[src/rtl/instr_fetch_queue_pkg.sv]
// Shared types and constants for the instruction prefetch queue.
//   DATA_W       : width of instruction words and PCs
//   DATA_BUS     : one instruction word or PC
//   NOP_INSTR    : bubble instruction (addi x0,x0,0) shown when the queue is empty
//   FETCH_ENTRY  : one buffered {instr, pc} pair
//   BUBBLE_ENTRY : reset/empty value of an entry
package instr_fetch_queue_pkg;

    localparam int DATA_W = 32;

    typedef logic [DATA_W-1:0] DATA_BUS;

    localparam DATA_BUS NOP_INSTR = 32'h0000_0013;

    typedef struct packed {
        DATA_BUS instr;
        DATA_BUS pc;
    } FETCH_ENTRY;

    localparam FETCH_ENTRY BUBBLE_ENTRY = {NOP_INSTR, 32'h0000_0000};

endpackage

[src/rtl/fetch_queue_mem.sv]
// Register file holding the buffered fetch entries.
//   clk   : rising-edge clock
//   rst   : asynchronous active-high reset, clears every entry to BUBBLE_ENTRY
//   we    : write enable
//   waddr : write index
//   wdata : entry to write
//   raddr : read index
//   rdata : entry at raddr (asynchronous read)
module fetch_queue_mem
    import instr_fetch_queue_pkg::*;
#(
    parameter int DEPTH = 4,
    parameter int AW    = $clog2(DEPTH)
) (
    input  logic          clk,
    input  logic          rst,
    input  logic          we,
    input  logic [AW-1:0] waddr,
    input  FETCH_ENTRY    wdata,
    input  logic [AW-1:0] raddr,
    output FETCH_ENTRY    rdata
);

    FETCH_ENTRY mem [DEPTH];

    always_ff @(posedge clk or posedge rst) begin
        if (rst) begin
            for (int i = 0; i < DEPTH; i++) begin
                mem[i] <= BUBBLE_ENTRY;
            end
        end else if (we) begin
            mem[waddr] <= wdata;
        end
    end

    // DEPTH is a power of two, so every raddr value addresses a real entry.
    assign rdata = mem[raddr];

endmodule

[src/rtl/instr_fetch_queue.sv]
// Instruction prefetch queue between fetch and decode. Buffers {instr, pc}
// pairs so fetch keeps running while decode stalls; flush drops everything
// on a branch/jump redirect.
//   clk, rst      : clock, asynchronous active-high reset
//   flush         : discard all entries (synchronous, beats push and pop)
//   in_valid/in_ready, in_instr, in_pc : fetch-side handshake and data
//   out_valid/out_ready, out_instr, out_pc, out_pc_plus4 : decode-side
//                   handshake and head entry (first-word-fall-through)
//   count         : occupancy, 0..DEPTH
//
// Handshake: a transfer happens on a rising edge where valid and ready are
// both high. in_ready depends only on registered occupancy (no path from
// out_ready), so a full queue refuses a push even while it pops.
module instr_fetch_queue
    import instr_fetch_queue_pkg::*;
#(
    parameter int DEPTH = 4
) (
    input  logic                     clk,
    input  logic                     rst,
    input  logic                     flush,
    input  logic                     in_valid,
    output logic                     in_ready,
    input  logic [DATA_W-1:0]        in_instr,
    input  logic [DATA_W-1:0]        in_pc,
    output logic                     out_valid,
    input  logic                     out_ready,
    output logic [DATA_W-1:0]        out_instr,
    output logic [DATA_W-1:0]        out_pc,
    output logic [DATA_W-1:0]        out_pc_plus4,
    output logic [$clog2(DEPTH):0]   count
);

    localparam int AW = $clog2(DEPTH);
    localparam int CW = AW + 1;

    logic [AW-1:0] wr_ptr;
    logic [AW-1:0] rd_ptr;
    logic          push;
    logic          pop;
    FETCH_ENTRY    head;

    assign in_ready  = (count != CW'(DEPTH));
    assign out_valid = (count != '0);
    assign push      = in_valid & in_ready & ~flush;
    assign pop       = out_valid & out_ready & ~flush;

    fetch_queue_mem #(
        .DEPTH (DEPTH),
        .AW    (AW)
    ) u_mem (
        .clk   (clk),
        .rst   (rst),
        .we    (push),
        .waddr (wr_ptr),
        .wdata ({in_instr, in_pc}),
        .raddr (rd_ptr),
        .rdata (head)
    );

    always_ff @(posedge clk or posedge rst) begin
        if (rst) begin
            wr_ptr <= '0;
            rd_ptr <= '0;
            count  <= '0;
        end else if (flush) begin
            wr_ptr <= '0;
            rd_ptr <= '0;
            count  <= '0;
        end else begin
            if (push) wr_ptr <= wr_ptr + AW'(1);
            if (pop)  rd_ptr <= rd_ptr + AW'(1);
            case ({push, pop})
                2'b10:   count <= count + CW'(1);
                2'b01:   count <= count - CW'(1);
                default: count <= count;
            endcase
        end
    end

    // Storage keeps stale words after a flush, so the bubble is forced
    // explicitly whenever the queue is empty.
    assign out_instr    = out_valid ? head.instr : NOP_INSTR;
    assign out_pc       = out_valid ? head.pc    : '0;
    assign out_pc_plus4 = out_pc + 32'd4;

endmodule

[config.mk]
export PLATFORM = sky130hd
export DESIGN_NAME = instr_fetch_queue
export DESIGN_NICKNAME = d
export VERILOG_FILES = /design/src/rtl/instr_fetch_queue_pkg.sv /design/src/rtl/fetch_queue_mem.sv /design/src/rtl/instr_fetch_queue.sv
export SDC_FILE = /design/constraint.sdc
export NUM_CORES = 1
export LEC_CHECK = 0
export BUFFER_PORTS_ARGS = -buffer_cell sky130_fd_sc_hd__clkbuf_2
export CELL_PAD_IN_SITES_DETAIL_PLACEMENT = 0
export CELL_PAD_IN_SITES_GLOBAL_PLACEMENT = 1
export CORE_MARGIN = 2
export CORE_UTILIZATION = 32
export DETAILED_ROUTE_END_ITERATION = 10
export PLACE_DENSITY = 0.6
export SYNTH_ARGS = -nofsm -noshare
export SYNTH_HDL_FRONTEND = slang
export SYNTH_SLANG_ARGS = --single-unit
[constraint.sdc]
create_clock -name clk -period 15 [get_ports clk]
set_clock_uncertainty 0.15 [all_clocks]
set_input_delay 3 -clock clk [delete_from_list [all_inputs] [get_ports clk]]
set_output_delay 3 -clock clk [all_outputs]
set_load 0.01 [all_outputs]
# == Word level (Yosys, flattened, before mapping) ==
# Cells that the tools add are included.
# word_totals
register_bits,263
out_inout_bits,101
elab_cells,48
input_bits,69
# op_classes
mux,14
n_eq_ne,3
magnitude_cmp,3
bitwise_logic,7
n_addsub,5
n_reduce_logical,5
# op_table
cell,count
$bwmux 256,1
$mux 64,3
$bmux 64 s2,1
$demux 64 s2,1
$mux 32,2
$add 32x3->32 const B,1
$mux 2,4
$ge 3x3->1 const B,2
$not 2->3,2
$pmux 3 s2,1
$reduce_bool 3->1,2
$add 2x1->2 const B,2
$and 1x1->1,4
$reduce_bool 2->1,2
$add 3x1->3 const B,1
$lt 3x1->1 const B,1
$mux 3,1
$ne 3x3->1 const B,1
$sub 3x1->3 const B,1
$eq 2x1->1 const B,1
$eq 2x2->1 const B,1
$logic_and 1x1->1,1
$not 1->1,1

# == Depth between registers and ports, before layout ==
# Gate-level depths: netlist of run 1.
# depth
depth_word,6
ltp_mapped,13
ltp_nobuf,10

# == By module ==
# A second synthesis of run 1 with hierarchy kept.
# unflattened
cells_unflattened,845
area_unflattened_um2,12667.1
# by_module_without_submodules
module,instances,cells_per_inst,area_per_inst_um2,seq_area_each_um2
fetch_queue_mem,1,622,11146.9,6421.2
instr_fetch_queue,1,223,1520.2,175.2

# == Worst setup path after synthesis of run 1 ==
# No wires, ideal clock.
# synth_path
path_kind,reg-to-output
from,reg count[0]
to,out out_pc_plus4[30]
path_buffers,3
t_required_ns,11.850
t_arrival_ns,3.023
stages_incl_launch_ff,14
slack_ns,8.827
path_cell_list,dfrtp_1 nor3_1 inv_1 clkbuf_1 clkbuf_1 clkbuf_1 nand2_1 inv_1 ha_1 nand4_1 nor2_1 nand4_1 nor3_1 xor2_1
# synth_between
elab_chain_len,3
# synth_lines
element,line,source
from (decl),instr_fetch_queue.sv:31,output logic [$clog2(DEPTH):0] count
from (signal assigned),instr_fetch_queue.sv:74,2'b10: count <= count + CW'(1);
from (signal assigned),instr_fetch_queue.sv:75,2'b01: count <= count - CW'(1);
from (signal assigned),instr_fetch_queue.sv:76,default: count <= count;
$reduce_bool 3->1,instr_fetch_queue.sv:44,assign out_valid = (count != '0);
named net out_valid,instr_fetch_queue.sv:26,"output logic out_valid,"
$mux 32,instr_fetch_queue.sv:84,assign out_pc = out_valid ? head.pc : '0;
named net out_pc[2],instr_fetch_queue.sv:29,"output logic [DATA_W-1:0] out_pc,"
$add 32x3->32,instr_fetch_queue.sv:85,assign out_pc_plus4 = out_pc + 32'd4;
to (decl),instr_fetch_queue.sv:30,"output logic [DATA_W-1:0] out_pc_plus4,"
# The timed path passes the listed nets, and every way through them passes these cells.

# == Worst setup path in the final report of run 1 ==
# layout_path
from,reg rd_ptr[1]
to,out out_pc_plus4[30]
# layout_between
elab_chain_len,6
# layout_lines
element,line,source
from (decl),instr_fetch_queue.sv:38,logic [AW-1:0] rd_ptr;
from (signal assigned),instr_fetch_queue.sv:72,if (pop) rd_ptr <= rd_ptr + AW'(1);
$not 2->3 (not written as such),fetch_queue_mem.sv:37,assign rdata = mem[raddr];
$bmux 64 s2,fetch_queue_mem.sv:37,
$mux 64 (not written as such) (2 in series),fetch_queue_mem.sv:37,
$mux 32,instr_fetch_queue.sv:84,
$add 32x3->32,instr_fetch_queue.sv:85,
# No other way between the ends. The select of a mux whose other input is x is not followed.

==> impl_metrics.tcl, run 1 <==
set metrics [dict create \
    relSlewSlack 0.3547 \
    status "completed" \
    rows 72 \
    cts_tree "done" \
    slowest_stage "dfrtp_4" \
    area_growth_pct 18.87 \
    synth_fp_nets 923 \
    setup_viol 0 \
    min_period_over_period 0.4736 \
    fp.dieH_um 202.2 \
    fmax_ghz 0.1408 \
    numCtsBuffers 31 \
    die_w_um 202.2 \
    synthMuxAreaShare 0.3539 \
    dp.final_hpwl_mm 19.13 \
    avgViaCountPerCell 4.905 \
    antenna_left 0 \
    grt_pass1_wl_mm 48.12 \
    synth_fa_ha_area_frac 0.006568 \
    grt_antenna_before_repair 3 \
    drt_iter0_drc 209 \
    io_buffers 169 \
    track_usage 0.1499 \
    r2r_start "count[1]$_DFFE_PP0P_" \
    crit_path_end_kind "output port" \
    p_leak_nw 6.808 \
    fp.dieArea_um2 40890 \
    power_density_nw_per_um2 223.3 \
    wl_per_cell_um 19.52 \
    cts_setup_buffers 0 \
    hold_viol 0 \
    clk_path_buf_depth 3 \
    grt.overflow.total 0 \
    synthSimpleGateAreaFrac 0.06687 \
    grt_max_degree 124 \
    synth_compound_area_frac 0.001194 \
    dr.pass1.iters 4 \
    initial_core_util 0.3246 \
    grt_pass1_vias 8129 \
    finalMaxSlewViolations 0 \
    worstPathRequired_ns 11.85 \
    ctsHoldBuffers 0 \
    clkTransAtPathRegs_ns 0.05 \
    worst-endpoint-arrival_ns 3.95 \
    cpPeakStageDelay_ns 1.02 \
    cpMostUsedCell "nand4_1" \
    clk_latency_ns 0.56 \
    timing.rr.end "count[2]$_DFFE_PP0P_" \
    cp_cell_sequence "mux4_1 > nand2_1 > inv_1 > ha_1 > nand4_1 > nor2_1 > nand4_1 > nor3_1 > xor2_1 > clkbuf_2" \
    setup_tns_ns 0 \
    clock-sinks 263 \
    hp-class "reg2reg" \
    reg2reg_depth 9 \
    synth_top_family_by_area "multiplexers" \
    htree_num_levels 1 \
    worst_slew_pin_slew_ns 0.9679 \
    remaining_drc_errors 0 \
    critical_path_class "reg2out" \
    synth-xor-area-share 0.02229 \
    start_kind "register" \
    n_fill_cell 3763 \
    yosysUniqueCellTypes 35 \
    max-vdd-ir-drop_v 0.00009463 \
    synth-warning-count 0 \
    layout_min_cycle_time_ns 7.103 \
    syn_avg_cell_area_um2 14.83 \
    drt_wl_total_mm 30.29 \
    ys_ff_latch 263 \
    nets 1084 \
    grt_setup_unrepaired "no" \
    r2r_slack_ns 11.61 \
    cap_violations 0 \
    crit_fanout 42 \
    cts_resized 0 \
    ios 170 \
    gp_congestion 0.7797 \
    syn_area_um2 12570 \
    synth_cells 848 \
    via_count 7613 \
    root_buffer "clkbuf_16" \
    min-delay-start "u_mem.mem[71]$_DFFE_PP0P_" \
    coreArea_um2 38740 \
    finalPower_mw 3.338 \
    drive_gt1_frac 0.5537 \
    ys_seq_area_frac 0.5246 \
    worstHoldEndpoint "u_mem.mem[71]$_DFFE_PP0P_" \
    min_path_cells 1 \
]
-- final cells by class --
type	instances	area, um^2	share of cell area
Sequential cell	263	6604	0.4419
Multi-Input combinational cell	520	5703	0.3816
Clock buffer	47	925.9	0.06195
Timing Repair Buffer	178	913.4	0.06111
Tap cell	518	648.1	0.04337
Clock inverter	10	85.08	0.005693
Inverter	15	63.81	0.004270
Antenna cell	1	2.502	0.0001674
-- per-stage QoR --
stage	cell area (um^2)	hold WS [ns]	cells	utilization	setup WS, ns
after detailed placement	13930	0.3360	1494	0.3597	8.390
after global placement	13930	0.3286	1494	0.3597	8.399
after CTS	14940	0.3492	1551	0.3858	7.764
after global routing	14950	0.3636	1552	0.3858	7.488
final	14950	0.3437	1552	0.3858	7.897
after floorplan	12570	0.3204	848	-	4.630
-- per-layer routing --
| metal | wire [um] | global-route usage | part of all wire |
|---|---|---|---|
| met1 | 13560 | 0.2001 | 0.45 |
| met2 | 14400 | 0.2471 | 0.48 |
| met3 | 1711 | 0.03531 | 0.056 |
| met4 | 591 | 0.03676 | 0.020 |
| met5 | 27 | 0 | 0.00089 |
-- logic make-up (layout without fill, tap and decap cells) --
kind of cell | count (synthesis) | in the layout
other cells | 0 | 1
simple gates | 154 | 154
mux | 325 | 325
xor+xnor | 32 | 32
buf+inv | 65 | 250
flops | 263 | 263
fa+ha+maj | 6 | 6
compound gates | 3 | 3
-- Yosys cell counts --
cell | n | area share
a21oi_1 | 2 | 0.00080
and2_1 | 51 | 0.025
and3_1 | 2 | 0.00099
and4_1 | 1 | 0.00070
and4bb_2 | 1 | 0.00099
buf_12 | 1 | 0.0016
buf_2 | 18 | 0.0072
buf_4 | 5 | 0.0030
buf_6 | 1 | 0.00090
clkbuf_1 | 25 | 0.0075
dfrtp_1 | 251 | 0.50
dfstp_2 | 12 | 0.025
fa_1 | 1 | 0.0016
ha_1 | 5 | 0.0050
inv_1 | 15 | 0.0045
mux2_2 | 256 | 0.23
mux2i_1 | 2 | 0.0016
mux4_1 | 10 | 0.021
mux4_2 | 57 | 0.10
nand2_1 | 43 | 0.013
nand3_1 | 12 | 0.0048
nand3_2 | 2 | 0.0016
nand4_1 | 5 | 0.0025
nor2_1 | 19 | 0.0057
nor3_1 | 6 | 0.0024
nor3b_1 | 2 | 0.0012
nor4_2 | 2 | 0.0020
nor4b_4 | 1 | 0.0019
nor4bb_1 | 1 | 0.00080
o21ai_0 | 1 | 0.00040
or2_2 | 3 | 0.0015
or3_1 | 2 | 0.00099
or3b_2 | 1 | 0.00070
xnor2_1 | 19 | 0.013
xor2_1 | 13 | 0.0091
-- power breakdown --
group / internal [mW] / leakage (nW) / switching (mW)
logic: 0.711 / 3.03 / 0.652
clock network: 0.440 / 0.501 / 0.295
registers: 1.05 / 3.27 / 0.186
-- layout by cell type, fill, tap and decap left out, drive strengths merged, types with 2 or more instances in the layout --
master / synthesis / final
mux2: 256 / 256
dfrtp: 251 / 251
clkbuf: 25 / 216
mux4: 67 / 67
and2: 51 / 51
nand2: 43 / 43
nor2: 19 / 19
xnor2: 19 / 19
inv: 15 / 16
nand3: 14 / 14
xor2: 13 / 13
dfstp: 12 / 12
buf: 25 / 9
clkinv: 0 / 7
nor3: 6 / 6
nand4: 5 / 5
ha: 5 / 5
or2: 3 / 3
and3: 2 / 2
or3: 2 / 2
nor4: 2 / 2
nor3b: 2 / 2
a21oi: 2 / 2
mux2i: 2 / 2
-- sequential cells by signal (all words and copies together) (netlist names) --
register	count
u_mem.mem	256
wr_ptr	2
rd_ptr	2
count	3
-- worst max-delay path: cells and delay by family, from the launching register on --
| kind | cells | cell delay, ns |
|---|---|---|
| xor gates and xnor gates | 1 | 0.18 |
| adders and majority gates | 1 | 0.22 |
| buffers and inverters | 2 | 0.25 |
| DFF | 1 | 1.02 |
| muxes | 1 | 0.46 |
| and+or+nand+nor | 5 | 1.25 |
-- how the worst max path moves through the flow --
stage                                     start                    to  slack [ns]  cells past startpoint
final                     rd_ptr[1]$_DFFE_PP0P_      out_pc_plus4[30]        7.90                     10
after global routing      rd_ptr[1]$_DFFE_PP0P_      out_pc_plus4[30]        7.49                     10
after CTS                 rd_ptr[1]$_DFFE_PP0P_      out_pc_plus4[30]        7.76                     10
after detailed placement  rd_ptr[1]$_DFFE_PP0P_      out_pc_plus4[18]        8.39                     10
after global placement    rd_ptr[1]$_DFFE_PP0P_      out_pc_plus4[30]        8.40                     10
after floorplan                             rst  count[0]$_DFFE_PP0P_        4.63                      1
Note: power is estimated with default switching activity, not from simulation.
==> inputs of run 2 (changes only) <==
--- a/config.mk
+++ b/config.mk
@@ -11,7 +11,7 @@
 export CORE_MARGIN = 2
 export CORE_UTILIZATION = 32
 export DETAILED_ROUTE_END_ITERATION = 10
-export PLACE_DENSITY = 0.6
+export PLACE_DENSITY = 0.62
 export SYNTH_ARGS = -nofsm -noshare
 export SYNTH_HDL_FRONTEND = slang
 export SYNTH_SLANG_ARGS = --single-unit
==> constraint.sdc (replaced) <==
create_clock -name clk -period 6.2 [get_ports clk]
set_clock_uncertainty 0.15 [all_clocks]
set_input_delay 1.24 -clock clk [delete_from_list [all_inputs] [get_ports clk]]
set_output_delay 1.24 -clock clk [all_outputs]
set_load 0.01 [all_outputs]
==> run 2 against run 1 <==
Utilization about the same. Clock power rose by 140%. Cell count grew 0.19%. Die area stayed put. Global-route usage down 0.065 points. Largest power group unchanged. Critical path type unchanged. Critical endpoint unchanged. Worst hold slack improved by 0.0030 ns. First-iteration DRC count down 6.2%. Non-clock buffer count rose by 2.
==> impl_metrics.tcl, run 2 (synthesis results as in run 1) <==
set metrics [dict create \
    status "completed" \
    min_period_over_period 0.8280 \
    comb_power_share 0.410 \
    track_usage 0.1493 \
    cts_resized 0 \
    die_w_um 202.2 \
    pwr-share-seq 0.372 \
    clk_latency_ns 0.55 \
    finalPower_mw 8.061 \
    p_leak_nw 6.800 \
    remaining_drc_errors 0 \
    grt_antenna_before_repair 3 \
    gp_congestion 0.7668 \
    drive_gt1_frac 0.5492 \
    grt_pass1_vias 8222 \
    crit_fanout 36 \
    io_buffers 169 \
    avgViaCountPerCell 4.869 \
    swShare 0.3376 \
    final_common_cell "mux2_2" \
    dr.pass1.iters 4 \
    reg_top3 "u_mem.mem x256, count x3" \
    grt.overflow.total 0 \
    ios 170 \
    antenna_left 0 \
    htree_num_levels 1 \
    max-vdd-ir-drop_v 0.0002616 \
    clk_path_buf_depth 3 \
    via_count 7572 \
    rows 72 \
    wl_per_cell_um 19.37 \
    hold_viol 0 \
    top_register "u_mem.mem" \
    grt_pass1_wl_mm 48.13 \
    worstPathRequired_ns 4.81 \
    start_kind "register" \
    grt_setup_unrepaired "no" \
    clkPwrFrac 0.218 \
    layout_common_cells "256 x mux2_2, 249 x dfrtp_1, 169 x clkbuf_2, 57 x mux4_2, 51 x and2_1" \
    switching_power_mw 2.721 \
    largest_reg_flops 256 \
    cts_setup_buffers 0 \
    setup_viol 0 \
    drt_iter0_drc 196 \
    drt_wl_total_mm 30.12 \
    finalMaxSlewViolations 0 \
    fp.dieH_um 202.2 \
    hp-class "reg2reg" \
    layout_min_cycle_time_ns 5.134 \
    crit_path_end_kind "output port" \
    fmax_ghz 0.1948 \
    area_growth_pct 18.94 \
    relSlewSlack 0.3586 \
    power_density_nw_per_um2 539.1 \
    cap_violations 0 \
    critical_path_class "reg2out" \
    p_int_mw 5.340 \
    setup_tns_ns 0 \
    ctsHoldBuffers 0 \
    dp.final_hpwl_mm 19.06 \
    numCtsBuffers 31 \
    worst_slew_pin_slew_ns 0.9601 \
    clock-sinks 263 \
    root_buffer "clkbuf_16" \
    clkTransAtPathRegs_ns 0.06 \
    nets 1086 \
    cts_tree "done" \
    initial_core_util 0.3246 \
    worst-endpoint-arrival_ns 3.74 \
    grt_max_degree 148 \
    coreArea_um2 38740 \
    fp.dieArea_um2 40890 \
]
-- run 2: cell type report --
cell class / count / area, um^2
diodes: 1 / 2.502
clock buffers: 52 / 934.6
clock inverters: 6 / 61.31
fillers: 3787 / 23780
inverters: 15 / 60.06
multi-input cells: 520 / 5703
flip-flops and latches: 263 / 6604
well taps: 518 / 648.1
repair buffers: 180 / 940.9
-- run 2: path summary, 6_finish.rpt --
check	from	endpoint	slack, ns	cells past startpoint
setup reg to reg	count[1]$_DFFE_PP0P_	u_mem.mem[156]$_DFFE_PP0P_	3.10	6
hold / removal	u_mem.mem[135]$_DFFE_PP0P_	u_mem.mem[135]$_DFFE_PP0P_	0.35	1
min in group asynchronous	rst	u_mem.mem[222]$_DFFE_PP0P_	0.72	2
hold reg to reg	u_mem.mem[135]$_DFFE_PP0P_	u_mem.mem[135]$_DFFE_PP0P_	0.35	1
max in group asynchronous	rst	rd_ptr[1]$_DFFE_PP0P_	3.83	3
setup / recovery	rd_ptr[1]$_DFFE_PP0P_	out_pc_plus4[30]	1.07	10
-- run 2: critical path, stage by stage, from the launching register on --
cell and delay [ns]:
dfrtp_4 0.90, mux4_1 0.44, nand2_1 0.09, inv_1 0.08
ha_1 0.21, nand4_1 0.09, nor2_1 0.48, nand4_1 0.29
nor3_1 0.29, xor2_1 0.16, clkbuf_2 0.14
-- run 2: per-layer routing --
layer  part of all wire  track usage  vias up  wire, um
met2               0.49       0.2560      175     14740
li1                   -            -     3399         -
met5             0.0014            0        -        41
met3              0.057      0.03386       43      1708
met1               0.44       0.1923     3949     13160
met4              0.016      0.03493        6       476
-- run 2: power by group through the flow --
stage	sequential (mW)	combinational (mW)	clock, mW
floorplan	2.84	2.39	0
global placement	3.01	3.35	0
detailed placement	3.02	3.38	0
CTS	3.00	3.39	1.82
global route	3.11	3.62	1.89
finish	3.00	3.31	1.76
-- run 2: stage by stage --
stage | area (um^2) | std cells | hold WS, ns | setup WS, ns | utilization
2_1_floorplan | 12580 | 848 | 0.3204 | 1.350 | -
3_3_place_gp | 13960 | 1496 | 0.3297 | 1.558 | 0.3603
3_5_place_dp | 13960 | 1496 | 0.3378 | 1.536 | 0.3603
4_1_cts | 14950 | 1554 | 0.3503 | 0.9158 | 0.3860
5_1_grt | 14950 | 1554 | 0.3551 | 0.6854 | 0.3860
6_report | 14950 | 1555 | 0.3467 | 1.066 | 0.3860
==> inputs of run 3 (changes only) <==
--- a/config.mk
+++ b/config.mk
@@ -5,13 +5,14 @@
 export SDC_FILE = /design/constraint.sdc
 export NUM_CORES = 1
 export LEC_CHECK = 0
+export ABC_AREA = 1
 export BUFFER_PORTS_ARGS = -buffer_cell sky130_fd_sc_hd__clkbuf_2
 export CELL_PAD_IN_SITES_DETAIL_PLACEMENT = 0
 export CELL_PAD_IN_SITES_GLOBAL_PLACEMENT = 1
 export CORE_MARGIN = 2
 export CORE_UTILIZATION = 32
 export DETAILED_ROUTE_END_ITERATION = 10
-export PLACE_DENSITY = 0.62
+export PLACE_DENSITY = 0.69
 export SYNTH_ARGS = -nofsm -noshare
 export SYNTH_HDL_FRONTEND = slang
 export SYNTH_SLANG_ARGS = --single-unit
==> constraint.sdc (replaced) <==
create_clock -name clk -period 4.2 [get_ports clk]
set_clock_uncertainty 0.15 [all_clocks]
set_input_delay 0.84 -clock clk [delete_from_list [all_inputs] [get_ports clk]]
set_output_delay 0.84 -clock clk [all_outputs]
set_load 0.01 [all_outputs]
==> run 3 against run 2 <==
Setup slack worse by 0.78 ns. Non-clock buffer count is 10 higher. Highest routed layer unchanged. Largest cell class unchanged. Cell count is 54% higher. Power is 41% higher. Design area is 2.8% higher.
==> impl_metrics.tcl, run 3 <==
set metrics [dict create \
    dr.pass1.iters 7 \
    critical_path_class "reg2out" \
    largest_reg_flops 256 \
    initial_core_util 0.3262 \
    drive_gt1_frac 0.1587 \
    finalPower_mw 11.39 \
    n_fill_cell 4203 \
    via_count 11520 \
    syn_area_um2 13020 \
    hold_viol 0 \
    track_usage 0.1828 \
    drt_wl_total_mm 38.34 \
    grt_antenna_before_repair 1 \
    synth_top_family_by_area "simple AND/OR/NAND/NOR gates" \
    crit_path_end_kind "output port" \
    synth-xor-area-share 0.01143 \
    grt_pass1_vias 11030 \
    dp.final_hpwl_mm 24.14 \
    antenna_left 0 \
    dpl_worst_slack_ns 0.4486 \
    clk_path_buf_depth 3 \
    antenna_cells 0 \
    grt.overflow.total 0 \
    clock-sinks 263 \
    crit_fanout 13 \
    coreArea_um2 39910 \
    ctsHoldBuffers 0 \
    hp-class "in2async" \
    synthSimpleGateAreaFrac 0.2551 \
    final_common_cell "nand2_1" \
    cap_violations 0 \
    setup_viol 0 \
    ys_seq_area_frac 0.5066 \
    relSlewSlack 0.5286 \
    worst-endpoint-arrival_ns 2.92 \
    ios 170 \
    synth_ff_type "dfrtp_1" \
    synth_compound_area_frac 0.1428 \
    status "completed" \
    netlist.area_leader.share 0.4824 \
    htree_num_levels 1 \
    worst_slew_pin_slew_ns 0.7071 \
    synth.area.top_cells "dfrtp_1 48%, nand2_1 15%, o21ai_0 13%" \
    grt_pass1_wl_mm 61.25 \
    syn_avg_cell_area_um2 7.518 \
    gp_congestion 0.9027 \
    fp.dieArea_um2 42320 \
    yosysUniqueCellTypes 29 \
    synth_top_area_cell "dfrtp_1" \
    p_leak_nw 7.597 \
    worstPathRequired_ns 3.21 \
    power_density_nw_per_um2 740.8 \
    start_kind "register" \
    clkTransAtPathRegs_ns 0.06 \
    synthTopCellsByCount "506 x nand2_1, 329 x o21ai_0, 251 x dfrtp_1, 199 x nor2_1, 131 x inv_1" \
    finalMaxSlewViolations 0 \
    synth_fa_ha_area_frac 0.006342 \
    drt_iter0_drc 810 \
    layout_common_cells "502 x nand2_1, 329 x o21ai_0, 249 x dfrtp_1, 199 x nor2_1, 169 x clkbuf_2" \
    setup_tns_ns 0 \
    remaining_drc_errors 0 \
    rows 73 \
    max-vdd-ir-drop_v 0.0003470 \
    ys_ff_latch 263 \
    synthMuxAreaShare 0 \
    avgViaCountPerCell 4.806 \
    wl_per_cell_um 16.00 \
    area_growth_pct 18.07 \
    grt_setup_unrepaired "no" \
    nets 1923 \
    place_area_um2 14290 \
    register_area_um2 6601 \
    synth-warning-count 0 \
    layout_min_cycle_time_ns 3.913 \
    fmax_ghz 0.2556 \
    synth_cells 1732 \
    root_buffer "clkbuf_16" \
    fp.dieH_um 205.7 \
    min_period_over_period 0.9316 \
    synth_edf_count 0 \
    synth_fp_nets 1807 \
    die_w_um 205.7 \
    yosysMostFrequentCell "nand2_1" \
    layout_setup_ws_ns 0.2874 \
    cts_tree "done" \
    top_register "u_mem.mem" \
    grt_max_degree 99 \
    design_area_um2 15370 \
    io_buffers 169 \
    multi_input_area_um2 5458 \
    numCtsBuffers 31 \
    hold_slack_ns 0.1801 \
    clk_latency_ns 0.56 \
    ys_async_sr_fraction 1.000 \
    reg_top3 "u_mem.mem x256, count x3" \
]
[run 3: cell count changes in the layout (fill, tap and decap cells not counted), moves of 20 or more]
cell	delta
nand2_1	+463
o21ai_0	+328
mux2_2	-256
nor2_1	+180
inv_1	+116
nand3_1	+76
mux4_2	-57
and2_1	-50
a21oi_1	+33
nor2_2	+20
[run 3: area by class of cell]
cell class | count | share of cell area
multi-input combinational | 1221 | 0.3550
sequential | 263 | 0.4294
inverter | 141 | 0.03499
tap | 525 | 0.04272
clock inverter | 15 | 0.009440
timing repair buffer | 190 | 0.07170
clock buffer | 41 | 0.05680
[run 3: metrics by stage]
step | utilization | std cells
finish | 0.3852 | 2396
global route | 0.3852 | 2396
CTS | 0.3838 | 2395
detailed placement | 0.3581 | 2339
global placement | 0.3581 | 2339
floorplan | - | 1732
[run 3: where the power goes]
part	total, mW	leakage [nW]	internal, mW	switching, mW
clock network	2.67	0.491	1.58	1.09
registers	4.22	3.35	3.65	0.571
logic	4.50	3.76	1.56	2.93
total	11.4	7.60	6.79	4.60
[run 3: final timing paths]
| kind | startpoint | end | slack (ns) | depth (start not counted) |
|---|---|---|---|---|
| worst min-delay path | rst | u_mem.mem[120]$_DFFE_PP0P_ | 0.18 | 2 |
| worst max-delay path | rd_ptr[0]$_DFFE_PP0P_ | out_pc_plus4[18] | 0.29 | 13 |
| max in group asynchronous | rst | u_mem.mem[32]$_DFFE_PP1P_ | 2.79 | 3 |
| min in group clk | u_mem.mem[42]$_DFFE_PP0P_ | u_mem.mem[42]$_DFFE_PP0P_ | 0.33 | 2 |
| worst min register to register | u_mem.mem[42]$_DFFE_PP0P_ | u_mem.mem[42]$_DFFE_PP0P_ | 0.33 | 2 |
| worst max register to register | count[0]$_DFFE_PP0P_ | u_mem.mem[185]$_DFFE_PP0P_ | 1.55 | 9 |
[run 3: repair_timing]
action / CTS / global route
setup buffers: 0 / 1
endpoints found under the setup margin: 22 / 23
cloned: 0 / 0
gates resized for setup: 2 / 14
[run 3: critical path: stages, from the launching register on]
cell and delay (ns):
dfrtp_4 0.57, inv_6 0.15, nand2_1 0.06, nand3_1 0.06, nand2_1 0.07, nor2_1 0.20, ha_1 0.23, nand2_1 0.13
nor2_4 0.16, inv_1 0.13, nor2_4 0.20, nand2_1 0.09, xor2_1 0.16, clkbuf_2 0.16
[run 3: kinds of logic (layout without fill, tap and decap cells)]
| kind of cell | count (synthesis) | in the layout |
|---|---|---|
| AOI/OAI and AO/OA | 369 | 369 |
| xor gates and xnor gates | 17 | 17 |
| adders and majority gates | 6 | 6 |
| buffers and inverters | 248 | 387 |
| DFF | 263 | 263 |
| and+or+nand+nor | 829 | 829 |
[run 3: metal layers]
metal  vias up  routed length, um  global-route usage
met5         -                 14                   0
met2       298              17700              0.3069
met3        37               2401             0.02946
li1       5724                  -                   -
met1      5455              17720              0.2512
met4         2                503             0.03186
